<file path="config.mk">
export PLATFORM = sky130hd
export DESIGN_NAME = loot_score_keeper
export DESIGN_NICKNAME = d
export VERILOG_FILES = /design/src/rtl/loot_score_keeper_pkg.sv /design/src/rtl/loot_score_keeper_sec_timer.sv /design/src/rtl/loot_score_keeper.sv
export SDC_FILE = /design/constraint.sdc
export NUM_CORES = 1
export LEC_CHECK = 0
export BUFFER_PORTS_ARGS = -buffer_cell sky130_fd_sc_hd__buf_4
export CORE_ASPECT_RATIO = 1.1
export CORE_MARGIN = 8
export CORE_UTILIZATION = 60
export DETAILED_ROUTE_END_ITERATION = 16
export PLACE_DENSITY = 0.84
export SLEW_MARGIN = 5
export SYNTH_ARGS = -nofsm -noshare
export SYNTH_HDL_FRONTEND = slang
export SYNTH_HIERARCHICAL = 1
export SYNTH_SLANG_ARGS = --single-unit
</file>
<file path="constraint.sdc">
create_clock -name clk -period 11.6 [get_ports clk]
set_clock_uncertainty 0.15 [all_clocks]
set_input_delay 2.32 -clock clk [delete_from_list [all_inputs] [get_ports clk]]
set_output_delay 2.32 -clock clk [all_outputs]
set_load 0.005 [all_outputs]
</file>
<file path="src/rtl/loot_score_keeper_pkg.sv">
// Shared game definitions: loot-type codes (also used by the loot map),
// the level-flow state encoding and the datapath widths.
package loot_score_keeper_pkg;

  localparam int SCORE_W = 16;
  localparam int TIME_W  = 7;
  localparam int LOOT_W  = 8;
  localparam int LEVEL_W = 3;
  localparam int TYPE_W  = 3;

  localparam logic [TYPE_W-1:0] LOOT_NONE = 3'd0;
  localparam logic [TYPE_W-1:0] LOOT_GOLD = 3'd1;
  localparam logic [TYPE_W-1:0] LOOT_ROCK = 3'd2;

  typedef enum logic [2:0] {
    ST_IDLE,
    ST_LOAD,
    ST_KICK,
    ST_SETTLE,
    ST_PLAY,
    ST_JUDGE
  } state_e;

endpackage

</file>
<file path="src/rtl/loot_score_keeper_sec_timer.sv">
// Frame-to-seconds divider: counts start_of_frame pulses while enabled and
// raises sec_tick_o in the same cycle as every FRAMES_PER_SEC-th pulse.
module loot_score_keeper_sec_timer #(
  parameter int FRAMES_PER_SEC = 60
) (
  input  logic clk,
  input  logic reset,
  input  logic load_i,
  input  logic en_i,
  input  logic frame_i,
  output logic sec_tick_o
);

  localparam int CNT_W = (FRAMES_PER_SEC > 1) ? $clog2(FRAMES_PER_SEC) : 1;
  localparam logic [CNT_W-1:0] CNT_MAX = CNT_W'(FRAMES_PER_SEC - 1);

  logic [CNT_W-1:0] cnt_q, cnt_d;
  logic             wrap;

  // NOTE: every signal written here gets a default first, so no latch is inferred.
  always_comb begin
    wrap  = en_i && frame_i && (cnt_q == CNT_MAX);
    cnt_d = cnt_q;
    if (load_i)               cnt_d = '0;
    else if (en_i && frame_i) cnt_d = wrap ? '0 : cnt_q + 1'b1;
  end

  // NOTE: sequential state uses non-blocking assignments only.
  always_ff @(posedge clk) begin
    if (reset) cnt_q <= '0;
    else       cnt_q <= cnt_d;
  end

  assign sec_tick_o = wrap;

endmodule

</file>
<file path="src/rtl/loot_score_keeper.sv">
// Per-level game flow for the loot game: kicks the loot map, keeps score,
// counts down the level timer and decides pass, fail or win.
module loot_score_keeper
  import loot_score_keeper_pkg::*;
#(
  parameter int GOLD_POINTS    = 50,
  parameter int ROCK_POINTS    = 10,
  parameter int TARGET_BASE    = 100,
  parameter int TARGET_STEP    = 100,
  parameter int LEVEL_SECONDS  = 60,
  parameter int FRAMES_PER_SEC = 60,
  parameter int MAX_LEVEL      = 4
) (
  input  logic               clk,
  input  logic               reset,
  input  logic               game_start,
  input  logic               start_of_frame,
  input  logic [TYPE_W-1:0]  caugth_loot_type,
  input  logic               claw_home,
  input  logic [LOOT_W-1:0]  total_amount,
  output logic               start_level,
  output logic [LEVEL_W-1:0] level_num,
  output logic [SCORE_W-1:0] score,
  output logic [SCORE_W-1:0] target,
  output logic [TIME_W-1:0]  time_left,
  output logic [LOOT_W-1:0]  loot_remaining,
  output logic               playing,
  output logic               game_over,
  output logic               game_won
);

  state_e               state_q, state_d;
  logic [LEVEL_W-1:0]   level_q, level_d;
  logic [SCORE_W-1:0]   score_q, score_d, target_q, target_d, pts;
  logic [SCORE_W:0]     sum;
  logic [TIME_W-1:0]    time_q, time_d;
  logic [LOOT_W-1:0]    loot_q, loot_d;
  logic [TYPE_W-1:0]    pending_q, pending_d;
  logic                 over_q, over_d, won_q, won_d;
  logic                 catch_ev, time_up, board_clear, sec_tick, pass, last_level;

  assign catch_ev    = caugth_loot_type != LOOT_NONE;
  assign time_up     = time_q == '0;
  assign board_clear = (loot_q == '0) && (pending_q == LOOT_NONE);
  assign pass        = score_q >= target_q;
  assign last_level  = level_q == LEVEL_W'(MAX_LEVEL);

  loot_score_keeper_sec_timer #(.FRAMES_PER_SEC(FRAMES_PER_SEC)) u_sec_timer (
    .clk        (clk),
    .reset      (reset),
    .load_i     (state_q == ST_LOAD),
    .en_i       ((state_q == ST_PLAY) && !time_up && !board_clear),
    .frame_i    (start_of_frame),
    .sec_tick_o (sec_tick)
  );

  always_ff @(posedge clk) begin
    if (reset) state_q <= ST_IDLE;
    else       state_q <= state_d;
  end

  always_comb begin
    state_d = state_q;
    case (state_q)
      ST_IDLE:   if (game_start) state_d = ST_LOAD;
      ST_LOAD:   state_d = ST_KICK;
      ST_KICK:   state_d = ST_SETTLE;
      ST_SETTLE: if (start_of_frame) state_d = ST_PLAY;
      ST_PLAY:   if (time_up || board_clear) state_d = ST_JUDGE;
      ST_JUDGE:  state_d = (pass && !last_level) ? ST_LOAD : ST_IDLE;
      default:   state_d = ST_IDLE;
    endcase
  end

  always_comb begin
    start_level = state_q == ST_KICK;
    playing     = state_q == ST_PLAY;
  end

  always_comb begin
    level_d   = level_q;
    score_d   = score_q;
    target_d  = target_q;
    time_d    = time_q;
    loot_d    = loot_q;
    pending_d = pending_q;
    over_d    = over_q;
    won_d     = won_q;
    pts       = '0;
    sum       = '0;
    case (state_q)
      ST_IDLE: if (game_start) begin
        level_d = LEVEL_W'(1);
        score_d = '0;
        over_d  = 1'b0;
        won_d   = 1'b0;
      end
      ST_LOAD: begin
        target_d  = SCORE_W'(TARGET_BASE) + SCORE_W'(TARGET_STEP) * SCORE_W'(level_q - 3'd1);
        time_d    = TIME_W'(LEVEL_SECONDS);
        pending_d = LOOT_NONE;
      end
      ST_SETTLE: if (start_of_frame) loot_d = total_amount;
      ST_PLAY: begin
        // Leaving PLAY this cycle: on expiry the pending catch is dropped unpaid.
        if (time_up) begin
          pending_d = LOOT_NONE;
        end else if (!board_clear) begin
          case (pending_q)
            LOOT_GOLD: pts = SCORE_W'(GOLD_POINTS);
            LOOT_ROCK: pts = SCORE_W'(ROCK_POINTS);
            default:   pts = '0;
          endcase
          if (catch_ev || claw_home) begin
            sum     = {1'b0, score_q} + {1'b0, pts};
            score_d = sum[SCORE_W] ? {SCORE_W{1'b1}} : sum[SCORE_W-1:0];
          end
          if (catch_ev) begin
            loot_d    = (loot_q == '0) ? '0 : loot_q - 1'b1;
            pending_d = caugth_loot_type;
          end else if (claw_home) begin
            pending_d = LOOT_NONE;
          end
          if (sec_tick) time_d = time_q - 1'b1;
        end
      end
      ST_JUDGE: begin
        if (!pass)           over_d  = 1'b1;
        else if (last_level) won_d   = 1'b1;
        else                 level_d = level_q + 1'b1;
      end
      default: ;
    endcase
  end

  always_ff @(posedge clk) begin
    if (reset) begin
      level_q   <= '0;
      score_q   <= '0;
      target_q  <= '0;
      time_q    <= '0;
      loot_q    <= '0;
      pending_q <= LOOT_NONE;
      over_q    <= 1'b0;
      won_q     <= 1'b0;
    end else begin
      level_q   <= level_d;
      score_q   <= score_d;
      target_q  <= target_d;
      time_q    <= time_d;
      loot_q    <= loot_d;
      pending_q <= pending_d;
      over_q    <= over_d;
      won_q     <= won_d;
    end
  end

  assign level_num      = level_q;
  assign score          = score_q;
  assign target         = target_q;
  assign time_left      = time_q;
  assign loot_remaining = loot_q;
  assign game_over      = over_q;
  assign game_won       = won_q;

endmodule

</file>
After elaboration in Yosys (flattened, before gate mapping)
Cells that the tools add are included.
- bits in latches: 0
- input bits: 16
- output and inout port bits: 54
- memory bits (read-only): 0
- RAM bits: 0
- memories kept: 0
- flip-flop bits (word level): 64
- muxes and demuxes: 40
- reduce and logical (&&, ||, !) cells: 29
- shift-type cells: 0
- $mul: 1
- magnitude comparators: 1
- eq/ne operators: 23
- add/subtract/negate cells: 7
- bitwise logic cells: 0
- divide/modulo/power cells: 0
- operators by type and width (cell ; number):
    $mux 16 ; 8
    $mux 8 ; 5
    $pmux 16 s2 ; 1
    $mux 3 ; 9
    $mux 7 ; 3
    $pmux 3 s6 ; 1
    $add 16x16->17 ; 1
    $add 7x16->16 const A ; 1
    $ge 16x16->1 ; 1
    $mul 5x16->14 const A ; 1
    $ne 2x2->1 const B ; 8
    $pmux 8 s2 ; 1
    $pmux 7 s2 ; 1
    $pmux 3 s2 ; 2
    $pmux 6 s2 ; 1
    $reduce_and 4->1 ; 3
    $reduce_and 5->1 ; 2
    $eq 3x2->1 const B ; 3
    $eq 3x3->1 const B ; 3
    $reduce_and 3->1 ; 3
    $logic_not 8->1 ; 1
    $ne 2x1->1 const B ; 4
    $reduce_bool 2->1 ; 4
    $sub 8x1->8 const B ; 1
    18 further kinds ; 33

Longest topological paths before layout
- depth after elaboration: 11
- gate-level depth with buffers: 16
- mapped depth without buffers: 15

Cells and area by module
The synthesis kept the hierarchy.
- by module, submodules not included (module ; cells each ; times used ; area an instance (um2)):
    loot_score_keeper ; 498 ; 1 ; 4013.8
    loot_score_keeper_sec_timer ; 37 ; 1 ; 319.1

Worst setup path before layout
Ideal clock, no wire load.
- path type: flip-flop to flip-flop
- from: register level_q[0] (netlist: level_num[0])
- to: register target_q[14] (netlist: target[14])
- period minus slack after synthesis: 4.315 ns
- buffers on the path: 1
- cell stages (with the launch flop): 17
- data arrival time: 4.091 ns
- setup slack: 7.285 ns
- cell sequence: dfxtp_1 -> buf_2 -> inv_1 -> ha_1 -> xor2_1 -> ha_1 -> inv_1 -> fa_1 -> inv_1 -> fa_1 -> ha_1 -> a21oi_2 -> xnor2_2 -> a2bb2oi_2 -> o22ai_4 -> or4_1 -> a31oi_1
- longest elaborated chain between the ends: 3
- ends and longest elaborated chain (item ; RTL line ; source):
    start: declaration ; loot_score_keeper.sv:33 ; logic [LEVEL_W-1:0] level_q, level_d;
    start signal: assignment ; loot_score_keeper.sv:147 ; level_q <= level_d;
    $sub 3x1->4 ; loot_score_keeper.sv:99 ; target_d = SCORE_W'(TARGET_BASE) + SCORE_W'(TARGET_STEP) * SCORE_W'(level_q - 3'd1);
    $mul 5x16->14 ; loot_score_keeper.sv:99 ;
    $add 7x16->16 ; loot_score_keeper.sv:99 ;
    end signal: assignment ; loot_score_keeper.sv:149 ; target_q <= target_d;
    end: declaration ; loot_score_keeper.sv:34 ; logic [SCORE_W-1:0] score_q, score_d, target_q, target_d, pts;
No other way between the ends.
A chain may end at the register's enable or synchronous reset.

Worst setup path after layout
Same ends and word-level chain as after synthesis.

==> reports/qor.csv <==
metric;value;unit
post-synth-top-count-cell;sky130_fd_sc_hd__dfxtp_1;
irDropWorstVdd;177;uV
worst-endpoint-required;11.71;ns
ys_dominant_reg_cell;sky130_fd_sc_hd__dfxtp_1;
hold-path-endpoint;target[9];
detail_route.vias_per_cell;6.08;
num-nets-final;644;
area_growth_syn_to_layout;16.0;%
cellLeakagePower;0.00208;uW
worst_setup_path_end_kind;register;
endpoint_arrival_time_on_the_critical_path;4.85;ns
r2r_setup_slack;6.86;ns
holdWs;0.324;ns
clkTransAtPathRegs;0.08;ns
synth_sequential_area_ratio;28.6;%
grt_overflow;0;
synth_top_cells_by_count;sky130_fd_sc_hd__dfxtp_1, sky130_fd_sc_hd__nand2_1, sky130_fd_sc_hd__a21oi_1, sky130_fd_sc_hd__nor2_1, sky130_fd_sc_hd__ha_1;
preCtsSetupSlack;6.90;ns
grt_pass1_vias;3957;
number_of_synthesized_flops_with_an_enable_pin;0;
postLayoutSetupSlackWorst;6.86;ns
unrepaired_setup_endpoints_after_global_routing;false;
max_freq;211;MHz
yosys.cell_types.count;77;
clock-sinks;62;
ff2ff_path_depth;15;
synth_async_sr_flop_share;0;%
min_from;target[9];
post_cts_hold_buffer_count;0;
floorplan.initialDensity;61.8;%
power.density_cell_area;165;nW/um^2
synth_seq_cells;62;
vias;4117;
cts_tree;done;
detailedRoute.firstIterationViolations;261;
crit-reg2reg-launch;level_num[0];
post_cts_buffers;0;
clock_tree.buffer_depth;2;
worst_reg2reg_path_endpoint;target[14];
die_width;97.0;microns
fp_rows;32;
critical_path_class;reg -> reg;
hold_fails_final_rpt;0;
synth.top_cell.area_share;28.6;%
die-height;105;microns
count_of_yosys_warnings_during_synthesis;6;
grt.total_usage;21.3;%
port-buffer-count;67;
route.antenna.remaining_nets;0;
worst_hold_path_type;reg -> reg;
routabilityCongestion;0.905;
synth_cells;535;
grt_antenna_before_repair;0;
drtPass1Iterations;5;
synthTopCellsByArea;sky130_fd_sc_hd__dfxtp_1, sky130_fd_sc_hd__ha_1, sky130_fd_sc_hd__a21oi_1;
routedWlPerCell;16.5;microns
i_o_pin_count;70;
run_status;complete, no violations;
largest_net_degree_at_the_start_of_global_routing;61;
final_max_slew_viol_count;0;
coreArea;7010;sq um
route.detailed.drc;0;
synthesized_area;4330;sq um
finalSetupTns;0;ns
final_setup_violation_count;0;
fin_crit_sh;40.9;%
routed_wl;11200;microns
placement.cell_area;4820;sq um
die_area;10200;sq um
slew_headroom;47.4;%
netlist.top_cell.by_area;sky130_fd_sc_hd__dfxtp_1;
critical_path_peak_fanout;11;
cap_viol_max_count;0;
wire_length_of_the_first_global_routing_pass;18600;microns
clkLatencyLatePin;0.35;ns
postLayoutCoreUtil;71.7;%
cts_made_buffers;9;
syn-mean-instance-area;8.10;sq um
postCtsResizedCells;0;
finish.instance_area;5030;sq um
timing_worst_slew_pin_value;0.779;ns
startpoint_type;register;
root_buffer;sky130_fd_sc_hd__clkbuf_8;
period_minus_slack;4.74;ns
post_detailed_placement_half_perimeter_wirelength;8230;microns
ctsHtreeMaxLevel;3;
hold-path-cell-count;2;
fraction_of_layout_cells_with_a_size_suffix_above_1;17.7;%
antenna_cells;0;
## metal layers
| metal | share of wire, % | wire length (microns) | up-vias | track usage, % |
|---|---|---|---|---|
| li1 | - | - | 2008 | - |
| met1 | 43 | 4860 | 1958 | 25.9 |
| met2 | 49 | 5490 | 129 | 36.0 |
| met3 | 5.7 | 643 | 22 | 4.74 |
| met4 | 1.8 | 201 | 0 | 7.48 |
| met5 | 0 | 0 | - | 0 |
## final cells by class
class                      instances  area [sq um]
clock buffer                      10           138
fill                             557          1980
timing repair buffer              67           503
tap                               85           106
inverter                          37           151
sequential                        62          1240
multi-input combinational        410          2820
clock inverter                     6          68.8
## how the worst max path moves through the flow
stage          cells after the start  slack (ns)          to          from
2_1_floorplan                     16        7.28  target[14]  level_num[0]
3_3_place_gp                      15        7.16  target[14]  level_num[0]
3_5_place_dp                      15        6.90  target[14]  level_num[0]
4_1_cts                           15        6.86  target[14]  level_num[0]
5_1_grt                           15        6.55  target[14]  level_num[0]
6_report                          15        6.86  target[14]  level_num[0]
## worst max-delay path, stage by stage, from the launching register on
cell and delay (ns):
sky130_fd_sc_hd__dfxtp_1 0.57, sky130_fd_sc_hd__inv_1 0.17, sky130_fd_sc_hd__ha_1 0.27, sky130_fd_sc_hd__xor2_1 0.33, sky130_fd_sc_hd__ha_1 0.25, sky130_fd_sc_hd__inv_1 0.07, sky130_fd_sc_hd__fa_1 0.47, sky130_fd_sc_hd__inv_1 0.05
sky130_fd_sc_hd__fa_1 0.45, sky130_fd_sc_hd__ha_1 0.39, sky130_fd_sc_hd__a21oi_2 0.34, sky130_fd_sc_hd__xnor2_2 0.20, sky130_fd_sc_hd__a2bb2oi_2 0.21, sky130_fd_sc_hd__o22ai_4 0.10, sky130_fd_sc_hd__or4_1 0.41, sky130_fd_sc_hd__a31oi_1 0.21
## power breakdown
part	total, uW	internal, uW	switching [uW]
combinational	372	167	206
sequential	255	233	22.6
clock	202	106	95.9
## stage by stage
| stage | total power (uW) | cells |
|---|---|---|
| 2_1_floorplan | 540 | 536 |
| 3_3_place_gp | 614 | 661 |
| 3_5_place_dp | 629 | 661 |
| 4_1_cts | 829 | 677 |
| 5_1_grt | 879 | 677 |
| 6_report | 830 | 677 |
## state kept, by name, indices dropped and copies added (netlist names)
name	flops
time_left	7
game_won	1
state_q	3
score	16
pending_q	3
level_num	3
u_sec_timer/cnt_q	6
target	14
loot_remaining	8
game_over	1
## cells in the final DEF, fill, tap and decap left out, types with 6 or more instances in the layout
| cell | Yosys | routed |
|---|---|---|
| sky130_fd_sc_hd__nand4_1 | 8 | 8 |
| sky130_fd_sc_hd__a21o_1 | 13 | 13 |
| sky130_fd_sc_hd__o21ai_0 | 25 | 25 |
| sky130_fd_sc_hd__xor2_1 | 8 | 8 |
| sky130_fd_sc_hd__clkbuf_8 | 0 | 10 |
| sky130_fd_sc_hd__xnor2_1 | 9 | 9 |
| sky130_fd_sc_hd__nor3_1 | 14 | 14 |
| sky130_fd_sc_hd__a21oi_1 | 52 | 52 |
| sky130_fd_sc_hd__nor2_1 | 52 | 52 |
| sky130_fd_sc_hd__nand2b_1 | 7 | 7 |
| sky130_fd_sc_hd__nand2_1 | 54 | 54 |
| sky130_fd_sc_hd__o21a_1 | 6 | 6 |
| sky130_fd_sc_hd__ha_1 | 37 | 37 |
| sky130_fd_sc_hd__and2_1 | 6 | 6 |
| sky130_fd_sc_hd__dfxtp_1 | 62 | 62 |
| sky130_fd_sc_hd__nand3_1 | 9 | 9 |
| sky130_fd_sc_hd__inv_1 | 35 | 35 |
| sky130_fd_sc_hd__buf_4 | 2 | 67 |
| sky130_fd_sc_hd__a211oi_1 | 7 | 7 |
## cells by family (layout without fill, tap and decap cells)
group                      count (synthesis)  after routing  synth area share [%]
muxes                                      4              4                 0.953
adders and majority gates                 41             41                  12.5
buffers and inverters                     64            120                  6.41
other                                      1              2                0.0865
and+or+nand+nor                          190            190                  21.9
AOI/OAI and AO/OA                        152            152                  23.7
xor gates and xnor gates                  21             21                  5.72
DFF                                       62             62                  28.6
(Power assumes the default switching activity.)
